**config.mk**
```make
export PLATFORM = sky130hd
export DESIGN_NAME = alu_exec_unit
export DESIGN_NICKNAME = d
export VERILOG_FILES = /design/src/rtl/alu_pkg.sv /design/src/rtl/alu_shift_iter.sv /design/src/rtl/alu_exec_unit.sv
export SDC_FILE = /design/constraint.sdc
export NUM_CORES = 1
export LEC_CHECK = 0
export BUFFER_PORTS_ARGS = -buffer_cell sky130_fd_sc_hd__buf_2
export CORE_MARGIN = 8
export CORE_UTILIZATION = 50
export CTS_BUF_LIST = sky130_fd_sc_hd__clkbuf_16
export DETAILED_ROUTE_END_ITERATION = 10
export PLACE_DENSITY = 0.69
export SLEW_MARGIN = 5
export SYNTH_ARGS = -nofsm -noshare
export SYNTH_HDL_FRONTEND = slang
export SYNTH_SLANG_ARGS = --single-unit
```
**constraint.sdc**
```tcl
create_clock -name clk -period 3.2 [get_ports clk]
set_clock_uncertainty 0.05 [all_clocks]
set_input_delay 0.96 -clock clk [delete_from_list [all_inputs] [get_ports clk]]
set_output_delay 0.96 -clock clk [all_outputs]
set_load 0.05 [all_outputs]
```
**src/rtl/alu_pkg.sv**
```systemverilog
// alu_pkg -- shared definitions for the execute-stage ALU.
//   alu_op_e      : 4-bit operation code, shared with the ALU controller.
//   alu_state_e   : control FSM states of alu_exec_unit.
//   shift_mode_e  : direction / fill control for the shifters.
//   is_compare()  : op produces a branch condition (EQ, NE, LT, GE).
//   is_shift()    : op is SLL, SRL or SRA.
//   shift_mode()  : maps a shift op code onto a shift_mode_e.
package alu_pkg;

  typedef enum logic [3:0] {
    OP_AND = 4'b0000,
    OP_OR  = 4'b0001,
    OP_XOR = 4'b0010,
    OP_ADD = 4'b0011,
    OP_SLL = 4'b0100,
    OP_EQ  = 4'b0101,
    OP_NE  = 4'b0110,
    OP_LT  = 4'b0111,
    OP_SRL = 4'b1000,
    OP_SRA = 4'b1001,
    OP_SUB = 4'b1010,
    OP_GE  = 4'b1011,
    OP_LUI = 4'b1100
  } alu_op_e;

  typedef enum logic {
    ST_IDLE  = 1'b0,
    ST_SHIFT = 1'b1
  } alu_state_e;

  typedef enum logic [1:0] {
    SH_LL = 2'd0,
    SH_RL = 2'd1,
    SH_RA = 2'd2
  } shift_mode_e;

  function automatic logic is_compare(input logic [3:0] op);
    return (op == OP_EQ) || (op == OP_NE) || (op == OP_LT) || (op == OP_GE);
  endfunction

  function automatic logic is_shift(input logic [3:0] op);
    return (op == OP_SLL) || (op == OP_SRL) || (op == OP_SRA);
  endfunction

  function automatic shift_mode_e shift_mode(input logic [3:0] op);
    shift_mode_e m;
    case (op)
      OP_SRL:  m = SH_RL;
      OP_SRA:  m = SH_RA;
      default: m = SH_LL;
    endcase
    return m;
  endfunction

endpackage

```
**src/rtl/alu_shift_iter.sv**
```systemverilog
// alu_shift_iter -- iterative 1-bit-per-cycle shifter.
// Ports:
//   clk, rst_n : clock, asynchronous active-low reset
//   start      : load din/shamt/mode (shamt must be nonzero)
//   mode       : SH_LL / SH_RL / SH_RA
//   din        : value to shift
//   shamt      : number of bit positions
//   busy       : shift in progress
//   done       : this cycle performs the final shift; dout is the final value
//   dout       : working register shifted by one more position
module alu_shift_iter
  import alu_pkg::*;
#(
  parameter int DATA_WIDTH = 32
) (
  input  logic                          clk,
  input  logic                          rst_n,
  input  logic                          start,
  input  shift_mode_e                   mode,
  input  logic [DATA_WIDTH-1:0]         din,
  input  logic [$clog2(DATA_WIDTH)-1:0] shamt,
  output logic                          busy,
  output logic                          done,
  output logic [DATA_WIDTH-1:0]         dout
);

  localparam int SHAMT_W = $clog2(DATA_WIDTH);

  logic [DATA_WIDTH-1:0] work_reg;
  logic [DATA_WIDTH-1:0] work_next;
  logic [SHAMT_W-1:0]    count_reg;
  shift_mode_e           mode_reg;

  always_comb begin
    work_next = work_reg << 1;
    case (mode_reg)
      SH_RL:   work_next = {1'b0, work_reg[DATA_WIDTH-1:1]};
      SH_RA:   work_next = {work_reg[DATA_WIDTH-1], work_reg[DATA_WIDTH-1:1]};
      default: work_next = {work_reg[DATA_WIDTH-2:0], 1'b0};
    endcase
  end

  // count_reg holds the shifts still to perform; the last one (count==1)
  // is presented on dout so the caller captures it on the same edge.
  assign busy = (count_reg != '0);
  assign done = (count_reg == SHAMT_W'(1));
  assign dout = work_next;

  always_ff @(posedge clk or negedge rst_n) begin
    if (!rst_n) begin
      work_reg  <= '0;
      count_reg <= '0;
      mode_reg  <= SH_LL;
    end else if (start) begin
      work_reg  <= din;
      count_reg <= shamt;
      mode_reg  <= mode;
    end else if (count_reg != '0) begin
      work_reg  <= work_next;
      count_reg <= count_reg - SHAMT_W'(1);
    end
  end

endmodule

```
**src/rtl/alu_exec_unit.sv**
```systemverilog
// alu_exec_unit -- execute-stage ALU with valid/ready handshake.
// Ports:
//   clk, rst_n          : clock, asynchronous active-low reset
//   in_valid / in_ready : request handshake (operation, src_a, src_b)
//   out_valid/out_ready : result handshake (result, branch_taken, op_illegal)
// Single-cycle ops load the result on the accept edge. Shifts run one bit
// per cycle in alu_shift_iter, unless ALU_FAST_SHIFT_EN is defined, in which
// case a combinational barrel shifter gives them single-cycle latency too.
module alu_exec_unit
  import alu_pkg::*;
#(
  parameter int DATA_WIDTH = 32
) (
  input  logic                  clk,
  input  logic                  rst_n,
  input  logic                  in_valid,
  output logic                  in_ready,
  input  logic [3:0]            operation,
  input  logic [DATA_WIDTH-1:0] src_a,
  input  logic [DATA_WIDTH-1:0] src_b,
  output logic                  out_valid,
  input  logic                  out_ready,
  output logic [DATA_WIDTH-1:0] result,
  output logic                  branch_taken,
  output logic                  op_illegal
);

  localparam int SHAMT_W = $clog2(DATA_WIDTH);

  logic                  out_valid_reg;
  logic [DATA_WIDTH-1:0] result_reg;
  logic                  branch_reg;
  logic                  illegal_reg;
  logic                  accept;
  logic [SHAMT_W-1:0]    shamt;
  logic [DATA_WIDTH-1:0] alu_val;
  logic                  cmp_cond;
  logic                  alu_ill;
  logic [DATA_WIDTH-1:0] shift_val;

  assign shamt = src_b[SHAMT_W-1:0];

`ifdef ALU_FAST_SHIFT_EN
  // Log-depth barrel shifter: stage gi shifts by 2**gi when shamt[gi] is set.
  logic [SHAMT_W:0][DATA_WIDTH-1:0] stage_val;
  logic                             fill_bit;

  assign fill_bit     = (operation == OP_SRA) && src_a[DATA_WIDTH-1];
  assign stage_val[0] = src_a;

  for (genvar gi = 0; gi < SHAMT_W; gi++) begin : g_barrel
    localparam int STEP = 2 ** gi;
    logic [DATA_WIDTH-1:0] left_val;
    logic [DATA_WIDTH-1:0] right_val;
    assign left_val  = {stage_val[gi][DATA_WIDTH-1-STEP:0], {STEP{1'b0}}};
    assign right_val = {{STEP{fill_bit}}, stage_val[gi][DATA_WIDTH-1:STEP]};
    assign stage_val[gi+1] = !shamt[gi] ? stage_val[gi] :
                             (operation == OP_SLL) ? left_val : right_val;
  end

  assign shift_val = stage_val[SHAMT_W];
  assign in_ready  = !out_valid_reg || out_ready;
`else
  alu_state_e            state_reg;
  logic                  shift_start;
  logic                  shift_busy;
  logic                  shift_done;
  logic [DATA_WIDTH-1:0] shift_dout;

  // shamt==0 needs no iteration: the result is src_a, loaded like any
  // single-cycle op, so only nonzero shifts start the iterative shifter.
  assign shift_val   = src_a;
  assign shift_start = accept && is_shift(operation) && (shamt != '0);
  assign in_ready    = (state_reg == ST_IDLE) && (!out_valid_reg || out_ready);

  alu_shift_iter #(
    .DATA_WIDTH(DATA_WIDTH)
  ) u_shift_iter (
    .clk   (clk),
    .rst_n (rst_n),
    .start (shift_start),
    .mode  (shift_mode(operation)),
    .din   (src_a),
    .shamt (shamt),
    .busy  (shift_busy),
    .done  (shift_done),
    .dout  (shift_dout)
  );
`endif

  assign accept = in_valid && in_ready;

  always_comb begin
    alu_val  = '0;
    cmp_cond = 1'b0;
    alu_ill  = 1'b0;
    case (operation)
      OP_AND:  alu_val = src_a & src_b;
      OP_OR:   alu_val = src_a | src_b;
      OP_XOR:  alu_val = src_a ^ src_b;
      OP_ADD:  alu_val = src_a + src_b;
      OP_SUB:  alu_val = src_a - src_b;
      OP_LUI:  alu_val = src_b;
      OP_SLL, OP_SRL, OP_SRA: alu_val = shift_val;
      OP_EQ:   cmp_cond = (src_a == src_b);
      OP_NE:   cmp_cond = (src_a != src_b);
      OP_LT:   cmp_cond = ($signed(src_a) < $signed(src_b));
      OP_GE:   cmp_cond = ($signed(src_a) >= $signed(src_b));
      default: alu_ill = 1'b1;
    endcase
    if (is_compare(operation)) begin
      alu_val = {{(DATA_WIDTH-1){1'b0}}, cmp_cond};
    end
  end

  always_ff @(posedge clk or negedge rst_n) begin
    if (!rst_n) begin
      out_valid_reg <= 1'b0;
      result_reg    <= '0;
      branch_reg    <= 1'b0;
      illegal_reg   <= 1'b0;
`ifndef ALU_FAST_SHIFT_EN
      state_reg     <= ST_IDLE;
`endif
    end else begin
`ifndef ALU_FAST_SHIFT_EN
      if (shift_start) begin
        // in_ready guaranteed any previous result is consumed on this edge.
        out_valid_reg <= 1'b0;
        state_reg     <= ST_SHIFT;
      end else if (state_reg == ST_SHIFT) begin
        if (shift_busy && shift_done) begin
          result_reg    <= shift_dout;
          branch_reg    <= 1'b0;
          illegal_reg   <= 1'b0;
          out_valid_reg <= 1'b1;
          state_reg     <= ST_IDLE;
        end
      end else
`endif
      if (accept) begin
        result_reg    <= alu_val;
        branch_reg    <= cmp_cond;
        illegal_reg   <= alu_ill;
        out_valid_reg <= 1'b1;
      end else if (out_valid_reg && out_ready) begin
        out_valid_reg <= 1'b0;
      end
    end
  end

  assign out_valid    = out_valid_reg;
  assign result       = result_reg;
  assign branch_taken = branch_reg;
  assign op_illegal   = illegal_reg;

endmodule

```
==> run_summary.xml, run 1 <==
<?xml version="1.0" encoding="UTF-8"?>
<metrics>
  <group name="synth">
    <metric name="async_flop_share" unit="%">100.0</metric>
    <metric name="synth-warning-count" unit="">0</metric>
    <metric name="post_synth_inst_count" unit="">1325</metric>
    <metric name="ys_seq_elements" unit="">75</metric>
    <metric name="post_synth_instance_area" unit="mm^2">0.009657</metric>
    <metric name="ys_dominant_reg_cell" unit="">dfrtp_1</metric>
    <metric name="mappedNetlistNets" unit="">1512</metric>
    <metric name="synth_enable_flop_cells" unit="">0</metric>
    <metric name="count_of_distinct_cell_types_in_the_synthesized_netlist" unit="">83</metric>
    <metric name="proportion_of_synthesized_chip_area_in_sequential_cells" unit="%">19.44</metric>
    <metric name="syn_area_per_cell" unit="um^2">7.288</metric>
  </group>
  <group name="worst_setup_path">
    <metric name="startpoint_types" unit="">input pin</metric>
    <metric name="timing.critical_path.fanout_max" unit="">4</metric>
    <metric name="timing_worst_setup_path_type" unit="">in -&gt; reg</metric>
    <metric name="worstReg2RegStart" unit="">u_shift_iter.count_reg[2]</metric>
    <metric name="reg2reg_setup_slack" unit="ns">0.54</metric>
    <metric name="critical_path_arrival" unit="ns">3.46</metric>
    <metric name="crit_path_end_kind" unit="">flip-flop</metric>
    <metric name="rr_worst_depth" unit="">10</metric>
    <metric name="setup.worst_path.start" unit="">src_a[1]</metric>
    <metric name="worst_flop_to_flop_path_endpoint" unit="">result[29]</metric>
    <metric name="cp.required" unit="ns">3.38</metric>
  </group>
  <group name="sta">
    <metric name="postLayoutSetupSlackWorst" unit="ns">-0.07957</metric>
    <metric name="finalHoldViolCount" unit="">0</metric>
    <metric name="period_share" unit="%">102.5</metric>
    <metric name="timing.hold.ws" unit="ns">0.4256</metric>
    <metric name="fmax" unit="MHz">304.9</metric>
    <metric name="min_period" unit="ns">3.280</metric>
    <metric name="setup_repair_after_global_routing_missed_its_margin" unit="">yes</metric>
    <metric name="finalSetupViolCount" unit="">8</metric>
    <metric name="slew_headroom" unit="%">56.82</metric>
    <metric name="timing_max_transition_violations_final" unit="">0</metric>
    <metric name="tightestPinTransition" unit="ns">0.6477</metric>
  </group>
  <group name="clock_tree">
    <metric name="clock_tree.root_cell" unit="">clkbuf_16</metric>
    <metric name="clock_slew_at_the_register_clock_pins_of_the_worst_setup_and_hold_paths" unit="ns">0.06</metric>
    <metric name="clk_latency" unit="ns">0.35</metric>
    <metric name="tritoncts.num_buffers" unit="">9</metric>
    <metric name="cts_num_sinks" unit="">75</metric>
    <metric name="cts_tree" unit="">done</metric>
    <metric name="cts.path.max_buffers" unit="">2</metric>
    <metric name="postCtsHoldBufs" unit="">0</metric>
    <metric name="htree_levels" unit="">3</metric>
  </group>
  <group name="power">
    <metric name="combPwrFrac" unit="%">63.5</metric>
    <metric name="seqPwrFrac" unit="%">22.3</metric>
    <metric name="power-per-cell-area" unit="mW/mm^2">505.5</metric>
    <metric name="cell_internal_pwr" unit="W">0.003678</metric>
    <metric name="max-vdd-ir-drop" unit="mV">0.4457</metric>
    <metric name="cellLeakagePower" unit="nW">6.961</metric>
    <metric name="switchingPower" unit="W">0.003650</metric>
    <metric name="power_share_of_the_clock_group" unit="%">14.2</metric>
    <metric name="sw_frac_of_total" unit="%">49.81</metric>
    <metric name="total_power_after_layout" unit="W">0.007327</metric>
  </group>
  <group name="die">
    <metric name="floorplan.core_area" unit="mm^2">0.01921</metric>
    <metric name="die_area" unit="mm^2">0.02402</metric>
    <metric name="floorplan.rows" unit="">51</metric>
    <metric name="dieHeight" unit="um">155.0</metric>
    <metric name="die_x" unit="um">155.0</metric>
    <metric name="start_util" unit="%">50.28</metric>
    <metric name="io-pin-count" unit="">108</metric>
  </group>
  <group name="worst_hold_path">
    <metric name="worstHoldPathCells" unit="">2</metric>
    <metric name="hold_end" unit="">result[9]</metric>
    <metric name="hold_path.class" unit="">reg -&gt; reg</metric>
    <metric name="min-delay-start" unit="">result[9]</metric>
  </group>
  <group name="outcome">
    <metric name="failed_checks" unit="">setup timing</metric>
    <metric name="status" unit="">complete, but fails checks</metric>
  </group>
  <group name="cells_and_area">
    <metric name="layout_cell_share_with_drive_strength_beyond_1" unit="%">38.32</metric>
    <metric name="antenna_cells_inserted" unit="">0</metric>
    <metric name="nets" unit="">1933</metric>
    <metric name="final_cell_area" unit="mm^2">0.01450</metric>
    <metric name="area_growth" unit="%">50.12</metric>
    <metric name="fillers" unit="">1479</metric>
  </group>
  <group name="detailed_routing">
    <metric name="vias" unit="">12657</metric>
    <metric name="drc" unit="">0</metric>
    <metric name="vias_per_cell" unit="">6.278</metric>
    <metric name="wire_per_inst" unit="um">22.12</metric>
    <metric name="drt.antenna.violating_nets" unit="">0</metric>
    <metric name="first_pass_iters" unit="">6</metric>
    <metric name="detailedRoute.firstIterationViolations" unit="">1308</metric>
    <metric name="route.final.wire_length" unit="mm">44.60</metric>
  </group>
  <group name="global_routing">
    <metric name="grt_usage" unit="%">35.66</metric>
    <metric name="grt.overflow.total" unit="">0</metric>
    <metric name="largest_net_degree_at_the_start_of_global_routing" unit="">59</metric>
    <metric name="first_global_vias" unit="">12168</metric>
    <metric name="grt_pass1_wl" unit="mm">67.52</metric>
    <metric name="antenna_found_initial" unit="">0</metric>
  </group>
  <group name="placed_design">
    <metric name="postPlaceCellArea" unit="mm^2">0.01330</metric>
    <metric name="gp_congestion" unit="">1.028</metric>
    <metric name="numPortBuffers" unit="">107</metric>
    <metric name="place.detailed.hpwl" unit="mm">34.67</metric>
  </group>
  <group name="flow_run">
    <metric name="drv_cap" unit="">0</metric>
  </group>
</metrics>
-- worst max-delay path: stages --
cell,delay [ns]
buf_8,0.08
clkinvlp_4,0.12
ha_4,0.29
a21o_1,0.21
and4_4,0.17
o2111ai_4,0.26
nand3_2,0.15
a311oi_2,0.33
buf_4,0.17
nor2_2,0.03
a211o_1,0.26
a221oi_4,0.30
o211ai_1,0.13
-- cells in the mapped netlist, types with 4 or more instances --
cell type	n	area, um^2
or3_1	4	25.02
a21o_1	8	60.06
a211o_1	6	52.55
a221oi_1	15	131.4
o21ai_1	18	90.09
a31oi_1	14	87.58
o211ai_1	31	232.7
a21oi_1	136	680.7
clkbuf_1	69	259.0
a22oi_1	44	330.3
o221ai_1	13	113.9
o21ai_0	72	360.4
o31ai_1	17	127.6
o21bai_1	9	67.56
nor3_1	29	145.1
nor2_1	131	491.7
buf_1	5	18.77
a22o_1	10	87.58
a32oi_1	4	35.03
nand2b_1	15	93.84
o2111ai_1	7	61.31
nand3_1	32	160.2
nor4_1	12	75.07
inv_1	105	394.1
ha_1	113	1414
a221o_1	17	170.2
nor2b_1	9	56.30
a211oi_1	15	112.6
nand4_1	13	81.33
dfrtp_1	75	1877
xnor2_1	6	52.55
mux2i_1	19	190.2
nand2_1	137	514.2
buf_2	16	80.08
and2_1	6	37.54
a41oi_1	4	35.03
o22ai_1	7	43.79
o21a_1	12	90.09
-- cell usage in the layout (no fill, tap or decap), types with 12 or more instances in the layout --
cell      Yosys  final
nand2_1     137    130
nand3_1      32     29
ha_4          0     18
mux2i_1      19     19
nand4_1      13     13
o31ai_1      17     16
inv_1       105     92
nor3_1       29     23
a21oi_1     136    118
o21ai_0      72     67
buf_4         0    382
nor2_1      131    122
o211ai_1     31     31
ha_1        113     88
a21oi_2       1     17
a221o_1      17     17
a22oi_1      44     43
inv_2         2     14
buf_2        16     99
o21ai_1      18     15
dfrtp_1      75     75
nand2b_1     15     14
a211oi_1     15     12
-- worst max-delay path by stage --
stage | to | slack, ns | cells past startpoint
finish | result[19] | -0.08 | 13
global route | result[19] | -0.18 | 13
CTS | result[22] | -0.09 | 14
detailed placement | result[22] | -0.60 | 11
global placement | result[22] | -0.53 | 11
floorplan | result[30] | -0.07 | 12
-- metal layers --
metal	vias to the layer above	part of all wire [%]	global-route usage [%]	wire, um
met4	0	4.3	16.10	1934
met2	800	45	56.66	20150
met3	153	9.4	5.825	4212
met1	6001	41	46.71	18300
li1	5703	-	-	-
met5	-	0	0	0
-- metrics by stage --
stage / setup TNS, ns / cells / worst slack (ns) / utilization [%]
after floorplan: -0.1286 / 1325 / -0.06639 / -
after global placement: -10.17 / 1972 / -0.5264 / 69.25
after detailed placement: -11.59 / 1972 / -0.5981 / 69.25
after CTS: -0.5604 / 1998 / -0.09459 / 72.72
after global routing: -1.575 / 2016 / -0.1828 / 75.47
final: -0.4584 / 2016 / -0.07957 / 75.47
-- cell type report --
class / instances / area, um^2 / area share (%)
multi-input combinational: 1053 / 7905 / 54.53
timing repair buffer: 500 / 3685 / 25.42
sequential: 75 / 1877 / 12.95
inverter: 107 / 412.9 / 2.848
tap: 265 / 331.6 / 2.287
clock buffer: 9 / 225.2 / 1.554
clock inverter: 7 / 60.06 / 0.4143
-- power groups by stage --
stage               clock network, W  registers (W)  logic, W
floorplan                          0        0.00207   0.00217
global placement                   0        0.00162   0.00424
detailed placement                 0        0.00163   0.00430
CTS                          0.00102        0.00162   0.00442
global route                 0.00106        0.00167   0.00497
finish                       0.00104        0.00163   0.00466
-- kinds of logic (layout without fill, tap and decap cells) --
| family | after synthesis | after routing | share of synthesized area (%) |
|---|---|---|---|
| adder cells (fa/ha/maj) | 115 | 115 | 15.06 |
| flip-flops | 75 | 75 | 19.44 |
| XOR/XNOR | 8 | 8 | 0.7256 |
| AND/OR/NAND/NOR | 412 | 412 | 19.45 |
| multiplexers | 20 | 20 | 2.086 |
| AO/OA/AOI/OAI | 498 | 498 | 35.38 |
| buffers and inverters | 197 | 623 | 7.865 |
-- repair_timing --
action,in CTS,in global routing
pin swaps,33,55
setup buffers,11,18
setup endpoints to repair,21,22
resized for setup,63,83
Power figures use the tool's default switching activity.
==> run 2, diff against run 1 <==
--- a/config.mk
+++ b/config.mk
@@ -15,3 +15,4 @@
 export SYNTH_ARGS = -nofsm -noshare
 export SYNTH_HDL_FRONTEND = slang
 export SYNTH_SLANG_ARGS = --single-unit
+export TNS_END_PERCENT = 5
==> run 2 against run 1 <==
  * The run still ends with setup timing left
  * Cell count down 0.60%
  * Combinational power down 3%
  * Sequential share of layout area rose by 0.41 points
  * Global-route usage shrank 0.59 points
  * Routed wire length fell by 2.3%
  * Worst hold slack got worse by 0.0039 ns
  * Sequential power hardly changed
  * Via count decreased by 1.4%
  * Power down 2.3%
  * Critical path type unchanged
  * Largest power group unchanged
==> run_summary.xml, run 2 (synthesis gave the netlist of run 1 again) <==
<?xml version="1.0" encoding="UTF-8"?>
<metrics>
  <group name="die">
    <metric name="dieHeight" unit="um">155.0</metric>
    <metric name="floorplan.rows" unit="">51</metric>
    <metric name="floorplan.core_area" unit="mm^2">0.01921</metric>
    <metric name="die_area" unit="mm^2">0.02402</metric>
    <metric name="io-pin-count" unit="">108</metric>
    <metric name="die_x" unit="um">155.0</metric>
    <metric name="start_util" unit="%">50.28</metric>
  </group>
  <group name="worst_setup_path">
    <metric name="crit_path_end_kind" unit="">flip-flop</metric>
    <metric name="startpoint_types" unit="">input pin</metric>
    <metric name="timing_worst_setup_path_type" unit="">in -&gt; reg</metric>
    <metric name="crit_path_cell_trace" unit="">buf_6 -&gt; ha_4 -&gt; inv_2 -&gt; fa_2 -&gt; nor2b_4 -&gt; o211ai_1 -&gt; a31oi_1 -&gt; buf_4 -&gt; o21a_1 -&gt; a41oi_2 -&gt; nor2_2 -&gt; a221o_1 -&gt; a221oi_4 -&gt; o211ai_1</metric>
    <metric name="critical-path-max-stage-delay" unit="ns">0.37</metric>
    <metric name="rr_worst_depth" unit="">10</metric>
    <metric name="critical_path_arrival" unit="ns">3.54</metric>
    <metric name="cp.required" unit="ns">3.37</metric>
    <metric name="critical_path.top_delay_family" unit="">compound AO/OA/AOI/OAI gates</metric>
    <metric name="crit_path_top_delay_cell" unit="">a221o_1</metric>
    <metric name="cp.depth" unit="">14</metric>
    <metric name="timing.critical_path.fanout_max" unit="">4</metric>
    <metric name="cp_common_cell" unit="">o211ai_1</metric>
    <metric name="path_buf_inv" unit="">3</metric>
  </group>
  <group name="power">
    <metric name="cellLeakagePower" unit="nW">6.842</metric>
    <metric name="total_power_after_layout" unit="W">0.007155</metric>
    <metric name="power-per-cell-area" unit="mW/mm^2">509.1</metric>
    <metric name="max-vdd-ir-drop" unit="mV">0.3051</metric>
  </group>
  <group name="clock_tree">
    <metric name="clock_tree.root_cell" unit="">clkbuf_16</metric>
    <metric name="clk_latency" unit="ns">0.34</metric>
    <metric name="cts_tree" unit="">done</metric>
    <metric name="cts.path.max_buffers" unit="">2</metric>
    <metric name="cts_num_sinks" unit="">75</metric>
    <metric name="htree_levels" unit="">3</metric>
    <metric name="clock_slew_at_the_register_clock_pins_of_the_worst_setup_and_hold_paths" unit="ns">0.06</metric>
    <metric name="postCtsHoldBufs" unit="">0</metric>
    <metric name="tritoncts.num_buffers" unit="">9</metric>
  </group>
  <group name="sta">
    <metric name="fmax" unit="MHz">296.4</metric>
    <metric name="setup_repair_after_global_routing_missed_its_margin" unit="">yes</metric>
    <metric name="postLayoutSetupSlackWorst" unit="ns">-0.1737</metric>
    <metric name="finalSetupViolCount" unit="">13</metric>
    <metric name="min_period" unit="ns">3.374</metric>
    <metric name="tightestPinTransition" unit="ns">0.6884</metric>
    <metric name="timing_max_transition_violations_final" unit="">0</metric>
    <metric name="period_share" unit="%">105.4</metric>
    <metric name="finalHoldViolCount" unit="">0</metric>
    <metric name="slew_headroom" unit="%">54.06</metric>
  </group>
  <group name="global_routing">
    <metric name="first_global_vias" unit="">11913</metric>
    <metric name="antenna_found_initial" unit="">0</metric>
    <metric name="largest_net_degree_at_the_start_of_global_routing" unit="">42</metric>
    <metric name="grt_pass1_wl" unit="mm">66.37</metric>
    <metric name="grt.overflow.total" unit="">0</metric>
    <metric name="grt_usage" unit="%">35.07</metric>
  </group>
  <group name="detailed_routing">
    <metric name="vias_per_cell" unit="">6.227</metric>
    <metric name="first_pass_iters" unit="">6</metric>
    <metric name="vias" unit="">12478</metric>
    <metric name="detailedRoute.firstIterationViolations" unit="">1356</metric>
    <metric name="route.final.wire_length" unit="mm">43.56</metric>
    <metric name="drt.antenna.violating_nets" unit="">0</metric>
    <metric name="drc" unit="">0</metric>
    <metric name="wire_per_inst" unit="um">21.74</metric>
  </group>
  <group name="cells_and_area">
    <metric name="nets" unit="">1922</metric>
    <metric name="antenna_cells_inserted" unit="">0</metric>
    <metric name="area_growth" unit="%">45.54</metric>
    <metric name="layout_commonest_cell" unit="">buf_4</metric>
    <metric name="layout.cells.most_common_list" unit="">372 x buf_4, 136 x nand2_1, 124 x a21oi_1</metric>
    <metric name="layout_cell_share_with_drive_strength_beyond_1" unit="%">35.83</metric>
  </group>
  <group name="placed_design">
    <metric name="gp_congestion" unit="">1.031</metric>
    <metric name="place.detailed.hpwl" unit="mm">34.51</metric>
    <metric name="dp_worst_slack" unit="ns">-0.7610</metric>
    <metric name="numPortBuffers" unit="">107</metric>
  </group>
  <group name="worst_hold_path">
    <metric name="hold_path.class" unit="">reg -&gt; reg</metric>
    <metric name="worstHoldPathCells" unit="">2</metric>
  </group>
  <group name="outcome">
    <metric name="failed_checks" unit="">setup timing</metric>
    <metric name="status" unit="">complete, but fails checks</metric>
  </group>
  <group name="flow_run">
    <metric name="drv_cap" unit="">0</metric>
  </group>
</metrics>
run 2: final cells by class:
cell class              count  area, um^2
inverters                 107       407.9
flip-flops and latches     75        1877
clock inverters             6       58.81
multi-input cells        1053        7605
clock buffers               9       225.2
fillers                  1535        5152
well taps                 265       331.6
repair buffers            489        3550
run 2: tightest hold or removal path, cell delays in order, from the launching register on:
cell and delay (ns):
dfrtp_1 0.34, nand2_1 0.04, o21ai_0 0.06
run 2: power by group:
group          leakage [nW]  internal (W)  switching, W
clock                 0.138      0.000593      0.000402
sequential            0.980       0.00132      0.000315
combinational          5.72       0.00169       0.00284
total                  6.84       0.00360       0.00356
run 2: path summary, 6_finish.rpt:
check	end	startpoint	slack, ns
hold / removal	result[2]	result[2]	0.42
setup / recovery	result[22]	src_a[0]	-0.17
max in group asynchronous	u_shift_iter.work_reg[13]	rst_n	1.92
hold reg to reg	result[2]	result[2]	0.42
setup reg to reg	result[25]	u_shift_iter.mode_reg[0]	0.48
min in group asynchronous	result[8]	rst_n	0.54
run 2: through the flow:
stage	utilization (%)	std cells	TNS (ns)	hold slack [ns]	cell area (um^2)
3_5_place_dp	68.57	1976	-12.71	0.4157	13170
4_1_cts	71.98	2002	-0.9719	0.4285	13830
5_1_grt	73.17	2004	-2.584	0.4582	14050
3_3_place_gp	68.57	1976	-11.92	0.4085	13170
2_1_floorplan	-	1325	-0.5368	0.4272	9763
6_report	73.17	2004	-0.7617	0.4217	14050
run 2: timing repair:
action,CTS,global route
endpoints found under the hold margin,0,0
gates resized for setup,61,46
setup endpoints to repair,21,25
pin swaps,31,30
setup buffers,12,2
run 2: layer usage:
| metal | vias to the layer above | track usage (%) | part of all wire (%) |
|---|---|---|---|
| met1 | 5889 | 47.01 | 41 |
| met5 | - | 0 | 0 |
| met4 | 0 | 15.91 | 4.9 |
| met2 | 777 | 53.91 | 43 |
| met3 | 143 | 6.408 | 11 |
| li1 | 5669 | - | - |
==> run 3, diff against run 2 <==
--- a/config.mk
+++ b/config.mk
@@ -6,11 +6,13 @@
 export NUM_CORES = 1
 export LEC_CHECK = 0
 export BUFFER_PORTS_ARGS = -buffer_cell sky130_fd_sc_hd__buf_2
+export CELL_PAD_IN_SITES_DETAIL_PLACEMENT = 1
+export CELL_PAD_IN_SITES_GLOBAL_PLACEMENT = 1
 export CORE_MARGIN = 8
-export CORE_UTILIZATION = 50
+export CORE_UTILIZATION = 45
 export CTS_BUF_LIST = sky130_fd_sc_hd__clkbuf_16
 export DETAILED_ROUTE_END_ITERATION = 10
-export PLACE_DENSITY = 0.69
+export PLACE_DENSITY = 0.82
 export SLEW_MARGIN = 5
 export SYNTH_ARGS = -nofsm -noshare
 export SYNTH_HDL_FRONTEND = slang
==> run 3 against run 2 <==
  * The flow now stops in 5_1_grt
  * Synthesized area unchanged
  * Synthesized cell count unchanged
==> run_summary.xml, run 3 <==
<?xml version="1.0" encoding="UTF-8"?>
<metrics>
  <group name="outcome">
    <metric name="status" unit="">aborted with a tool error</metric>
    <metric name="lastStage" unit="">5_1_grt</metric>
    <metric name="run.stop_error" unit="">[ERROR GRT-0232] Routing congestion too high. Check the congestion heatmap in the GUI.</metric>
  </group>
  <group name="clock_tree">
    <metric name="postCtsHoldBufs" unit="">0</metric>
    <metric name="htree_levels" unit="">3</metric>
    <metric name="clock_tree.root_cell" unit="">clkbuf_16</metric>
    <metric name="cts.path.max_buffers" unit="">2</metric>
    <metric name="cts_num_sinks" unit="">75</metric>
    <metric name="tritoncts.num_buffers" unit="">9</metric>
  </group>
  <group name="die">
    <metric name="dieHeight" unit="um">162.5</metric>
    <metric name="io-pin-count" unit="">108</metric>
    <metric name="start_util" unit="%">45.94</metric>
    <metric name="floorplan.rows" unit="">53</metric>
    <metric name="die_x" unit="um">162.5</metric>
  </group>
  <group name="synth">
    <metric name="post_synth_inst_count" unit="">1325</metric>
    <metric name="synth_common_cells" unit="">137 x nand2_1, 136 x a21oi_1, 131 x nor2_1</metric>
    <metric name="proportion_of_synthesized_chip_area_in_sequential_cells" unit="%">19.44</metric>
    <metric name="synth-warning-count" unit="">0</metric>
    <metric name="mappedNetlistNets" unit="">1512</metric>
    <metric name="yosysMostFrequentCell" unit="">nand2_1</metric>
    <metric name="ys_dominant_reg_cell" unit="">dfrtp_1</metric>
    <metric name="synth_top_cell_area_share" unit="%">19.44</metric>
    <metric name="synthTopCellsByArea" unit="">dfrtp_1 19%, ha_1 15%, a21oi_1 7.0%, nand2_1 5.3%, nor2_1 5.1%</metric>
    <metric name="syn_area_per_cell" unit="um^2">7.288</metric>
    <metric name="count_of_distinct_cell_types_in_the_synthesized_netlist" unit="">83</metric>
    <metric name="async_flop_share" unit="%">100.0</metric>
    <metric name="ys_seq_elements" unit="">75</metric>
    <metric name="post_synth_instance_area" unit="mm^2">0.009657</metric>
    <metric name="synth.largest_area_cell" unit="">dfrtp_1</metric>
    <metric name="synth_enable_flop_cells" unit="">0</metric>
  </group>
  <group name="placed_design">
    <metric name="gp_congestion" unit="">0.9959</metric>
    <metric name="numPortBuffers" unit="">107</metric>
    <metric name="place.detailed.hpwl" unit="mm">42.49</metric>
    <metric name="postPlaceCellArea" unit="mm^2">0.01313</metric>
  </group>
  <group name="global_routing">
    <metric name="grt.overflow.total" unit="">9</metric>
    <metric name="grt_usage" unit="%">70.24</metric>
    <metric name="largest_net_degree_at_the_start_of_global_routing" unit="">42</metric>
  </group>
  <group name="sta">
    <metric name="timing.grt.repair.worst_endpoint" unit="">result[18]$_DFFE_PN0P_/D</metric>
    <metric name="kind_of_pin_the_worst_path_terminates_on" unit="">sequential cell input</metric>
  </group>
</metrics>
run 3: cell counts after synthesis:
No cell type changed its count.
run 3: repair_timing:
action                                  in CTS
buffers inserted                            15
pin swaps                                   43
hold endpoints to repair                     0
endpoints found under the setup margin      26
resized for setup                          115
run 3: cells by family after synthesis:
group / Yosys count / synth area share, %
and+or+nand+nor: 412 / 19.45
adders and majority gates: 115 / 15.06
buffers and inverters: 197 / 7.865
muxes: 20 / 2.086
AOI/OAI and AO/OA: 498 / 35.38
DFF: 75 / 19.44
xor gates and xnor gates: 8 / 0.7256
run 3: routing by layer:
| metal | GRT usage, % | overflow |
|---|---|---|
| met5 | 30.62 | 0 |
| met4 | 66.71 | 2 |
| met3 | 57.96 | 0 |
| met2 | 84.87 | 7 |
| met1 | 70.35 | 0 |
run 3: per-stage QoR:
stage	worst slack, ns	hold slack (ns)	cells	setup TNS [ns]
CTS	-0.1172	0.4568	2008	-0.9237
global placement	-0.6419	0.4094	1977	-11.66
detailed placement	-0.6839	0.4424	1977	-14.08
floorplan	-0.06778	0.4272	1325	-0.5368
==> run 4, diff against run 3 <==
--- a/config.mk
+++ b/config.mk
@@ -6,13 +6,10 @@
 export NUM_CORES = 1
 export LEC_CHECK = 0
 export BUFFER_PORTS_ARGS = -buffer_cell sky130_fd_sc_hd__buf_2
-export CELL_PAD_IN_SITES_DETAIL_PLACEMENT = 1
-export CELL_PAD_IN_SITES_GLOBAL_PLACEMENT = 1
 export CORE_MARGIN = 8
-export CORE_UTILIZATION = 45
-export CTS_BUF_LIST = sky130_fd_sc_hd__clkbuf_16
+export CORE_UTILIZATION = 35
 export DETAILED_ROUTE_END_ITERATION = 10
-export PLACE_DENSITY = 0.82
+export PLACE_DENSITY_LB_ADDON = 0.15
 export SLEW_MARGIN = 5
 export SYNTH_ARGS = -nofsm -noshare
 export SYNTH_HDL_FRONTEND = slang
==> run 4 against run 3 <==
  * The flow now finishes, with violations (setup timing)
==> run_summary.xml, run 4 (synthesis gave the netlist of run 1 again) <==
<?xml version="1.0" encoding="UTF-8"?>
<metrics>
  <group name="clock_tree">
    <metric name="clock_slew_at_the_register_clock_pins_of_the_worst_setup_and_hold_paths" unit="ns">0.06</metric>
    <metric name="clock_tree.root_cell" unit="">clkbuf_16</metric>
    <metric name="htree_levels" unit="">3</metric>
    <metric name="postCtsHoldBufs" unit="">0</metric>
    <metric name="clk_latency" unit="ns">0.35</metric>
    <metric name="tritoncts.num_buffers" unit="">9</metric>
    <metric name="cts.path.max_buffers" unit="">2</metric>
    <metric name="cts_tree" unit="">done</metric>
    <metric name="cts_num_sinks" unit="">75</metric>
  </group>
  <group name="detailed_routing">
    <metric name="vias_per_cell" unit="">5.757</metric>
    <metric name="wire_per_inst" unit="um">21.21</metric>
    <metric name="drc" unit="">0</metric>
    <metric name="drt.antenna.violating_nets" unit="">0</metric>
    <metric name="route.final.wire_length" unit="mm">44.31</metric>
    <metric name="first_pass_iters" unit="">6</metric>
    <metric name="detailedRoute.firstIterationViolations" unit="">1233</metric>
    <metric name="vias" unit="">12026</metric>
  </group>
  <group name="global_routing">
    <metric name="first_global_vias" unit="">11855</metric>
    <metric name="largest_net_degree_at_the_start_of_global_routing" unit="">59</metric>
    <metric name="grt.overflow.total" unit="">0</metric>
    <metric name="grt_pass1_wl" unit="mm">68.77</metric>
    <metric name="antenna_found_initial" unit="">1</metric>
    <metric name="grt_usage" unit="%">26.34</metric>
  </group>
  <group name="die">
    <metric name="die_x" unit="um">182.1</metric>
    <metric name="start_util" unit="%">35.15</metric>
    <metric name="floorplan.core_area" unit="mm^2">0.02748</metric>
    <metric name="io-pin-count" unit="">108</metric>
    <metric name="die_area" unit="mm^2">0.03316</metric>
    <metric name="dieHeight" unit="um">182.1</metric>
    <metric name="floorplan.rows" unit="">61</metric>
  </group>
  <group name="sta">
    <metric name="postLayoutSetupSlackWorst" unit="ns">-0.07061</metric>
    <metric name="period_share" unit="%">102.2</metric>
    <metric name="finalHoldViolCount" unit="">0</metric>
    <metric name="min_period" unit="ns">3.271</metric>
    <metric name="setup_repair_after_global_routing_missed_its_margin" unit="">yes</metric>
    <metric name="tightestPinTransition" unit="ns">0.6115</metric>
    <metric name="finalSetupViolCount" unit="">13</metric>
    <metric name="setup_total_negative_slack" unit="ns">-0.5190</metric>
    <metric name="timing_max_transition_violations_final" unit="">0</metric>
    <metric name="slew_headroom" unit="%">59.24</metric>
    <metric name="fmax" unit="MHz">305.8</metric>
  </group>
  <group name="cells_and_area">
    <metric name="fillers" unit="">2708</metric>
    <metric name="layout_commonest_cell" unit="">buf_4</metric>
    <metric name="final_util" unit="%">51.73</metric>
    <metric name="layout.cells.most_common_list" unit="">379 x buf_4, 134 x nand2_1, 122 x nor2_1, 122 x a21oi_1, 100 x buf_2</metric>
    <metric name="multi_input_comb_area" unit="mm^2">0.007632</metric>
    <metric name="area_growth" unit="%">47.18</metric>
    <metric name="layout_cell_share_with_drive_strength_beyond_1" unit="%">36.32</metric>
    <metric name="nets" unit="">1925</metric>
    <metric name="antenna_cells_inserted" unit="">0</metric>
    <metric name="register_area" unit="mm^2">0.001877</metric>
  </group>
  <group name="placed_design">
    <metric name="numPortBuffers" unit="">107</metric>
    <metric name="dp_worst_slack" unit="ns">-0.6823</metric>
    <metric name="place.detailed.hpwl" unit="mm">35.67</metric>
    <metric name="gp_congestion" unit="">0.9719</metric>
  </group>
  <group name="worst_setup_path">
    <metric name="timing_worst_setup_path_type" unit="">in -&gt; reg</metric>
    <metric name="startpoint_types" unit="">input pin</metric>
    <metric name="crit_path_end_kind" unit="">flip-flop</metric>
    <metric name="cp.required" unit="ns">3.36</metric>
    <metric name="worstReg2RegStart" unit="">u_shift_iter.count_reg[2]</metric>
    <metric name="setup.worst_path.start" unit="">src_b[0]</metric>
    <metric name="critical_path_arrival" unit="ns">3.43</metric>
    <metric name="timing.critical_path.fanout_max" unit="">4</metric>
  </group>
  <group name="power">
    <metric name="power-per-cell-area" unit="mW/mm^2">505.7</metric>
    <metric name="cell_internal_pwr" unit="W">0.003651</metric>
    <metric name="total_power_after_layout" unit="W">0.007187</metric>
    <metric name="switchingPower" unit="W">0.003536</metric>
    <metric name="sw_frac_of_total" unit="%">49.20</metric>
    <metric name="combPwrFrac" unit="%">62.6</metric>
    <metric name="max-vdd-ir-drop" unit="mV">0.2635</metric>
    <metric name="cellLeakagePower" unit="nW">6.846</metric>
    <metric name="seqPwrFrac" unit="%">22.6</metric>
    <metric name="power_share_of_the_clock_group" unit="%">14.8</metric>
  </group>
  <group name="worst_hold_path">
    <metric name="min-delay-start" unit="">result[1]</metric>
    <metric name="hold_path.class" unit="">reg -&gt; reg</metric>
  </group>
  <group name="outcome">
    <metric name="failed_checks" unit="">setup timing</metric>
    <metric name="status" unit="">complete, but fails checks</metric>
  </group>
  <group name="flow_run">
    <metric name="drv_cap" unit="">0</metric>
  </group>
</metrics>
## run 4: layout make-up
class	instances	share of cell area, %
inverter	107	2.888
clock inverter	6	0.4490
timing repair buffer	492	25.03
sequential	75	13.21
tap	346	3.046
multi-input combinational	1053	53.70
clock buffer	10	1.681
## run 4: per-layer routing
layer	part of all wire (%)	vias to the layer above	GRT usage [%]	wire length, um
li1	-	5683	-	-
met4	3.6	0	10.27	1598
met1	45	5707	35.76	19730
met2	44	543	40.65	19510
met5	0	-	0	0
met3	7.8	93	5.011	3474
## run 4: per-stage QoR
stage / cell area [um^2] / cells / hold slack (ns)
2_1_floorplan: 9763 / 1325 / 0.4272
3_3_place_gp: 13300 / 2061 / 0.4096
3_5_place_dp: 13300 / 2061 / 0.4225
4_1_cts: 14000 / 2084 / 0.4350
5_1_grt: 14210 / 2089 / 0.4453
6_report: 14210 / 2089 / 0.4307
## run 4: repair_timing
item | 4_1_cts | 5_1_grt
gates resized for setup | 72 | 38
endpoints found under the setup margin | 23 | 24
buffers inserted | 8 | 5
pin swaps | 35 | 27
hold endpoints to repair | 0 | 0
## run 4: path summary, 6_finish.rpt
| kind | endpoint | slack [ns] | cells after the start |
|---|---|---|---|
| setup / recovery | result[18] | -0.07 | 14 |
| hold / removal | result[1] | 0.43 | 2 |
| setup reg to reg | result[29] | 0.55 | 11 |
| hold reg to reg | result[1] | 0.43 | 2 |
| max in group asynchronous | u_shift_iter.work_reg[21] | 2.00 | 2 |
| min in group asynchronous | result[10] | 0.49 | 1 |
## run 4: power groups by stage
stage,sequential [W],clock (W),combinational [W]
final,0.00162,0.00107,0.00450
after global routing,0.00165,0.00111,0.00488
after CTS,0.00161,0.00108,0.00440
after detailed placement,0.00162,0,0.00430
after global placement,0.00162,0,0.00427
after floorplan,0.00207,0,0.00213
## run 4: worst max-delay path, cell delays in order
cell and delay [ns]:
buf_8 0.11, ha_4 0.15, inv_2 0.05, fa_2 0.23
nor2b_2 0.06, o211ai_1 0.26, a31oi_2 0.13, buf_4 0.17
o21ai_2 0.14, o21ai_1 0.14, a31o_1 0.26, a221o_1 0.36
a221oi_2 0.29, o211ai_1 0.11
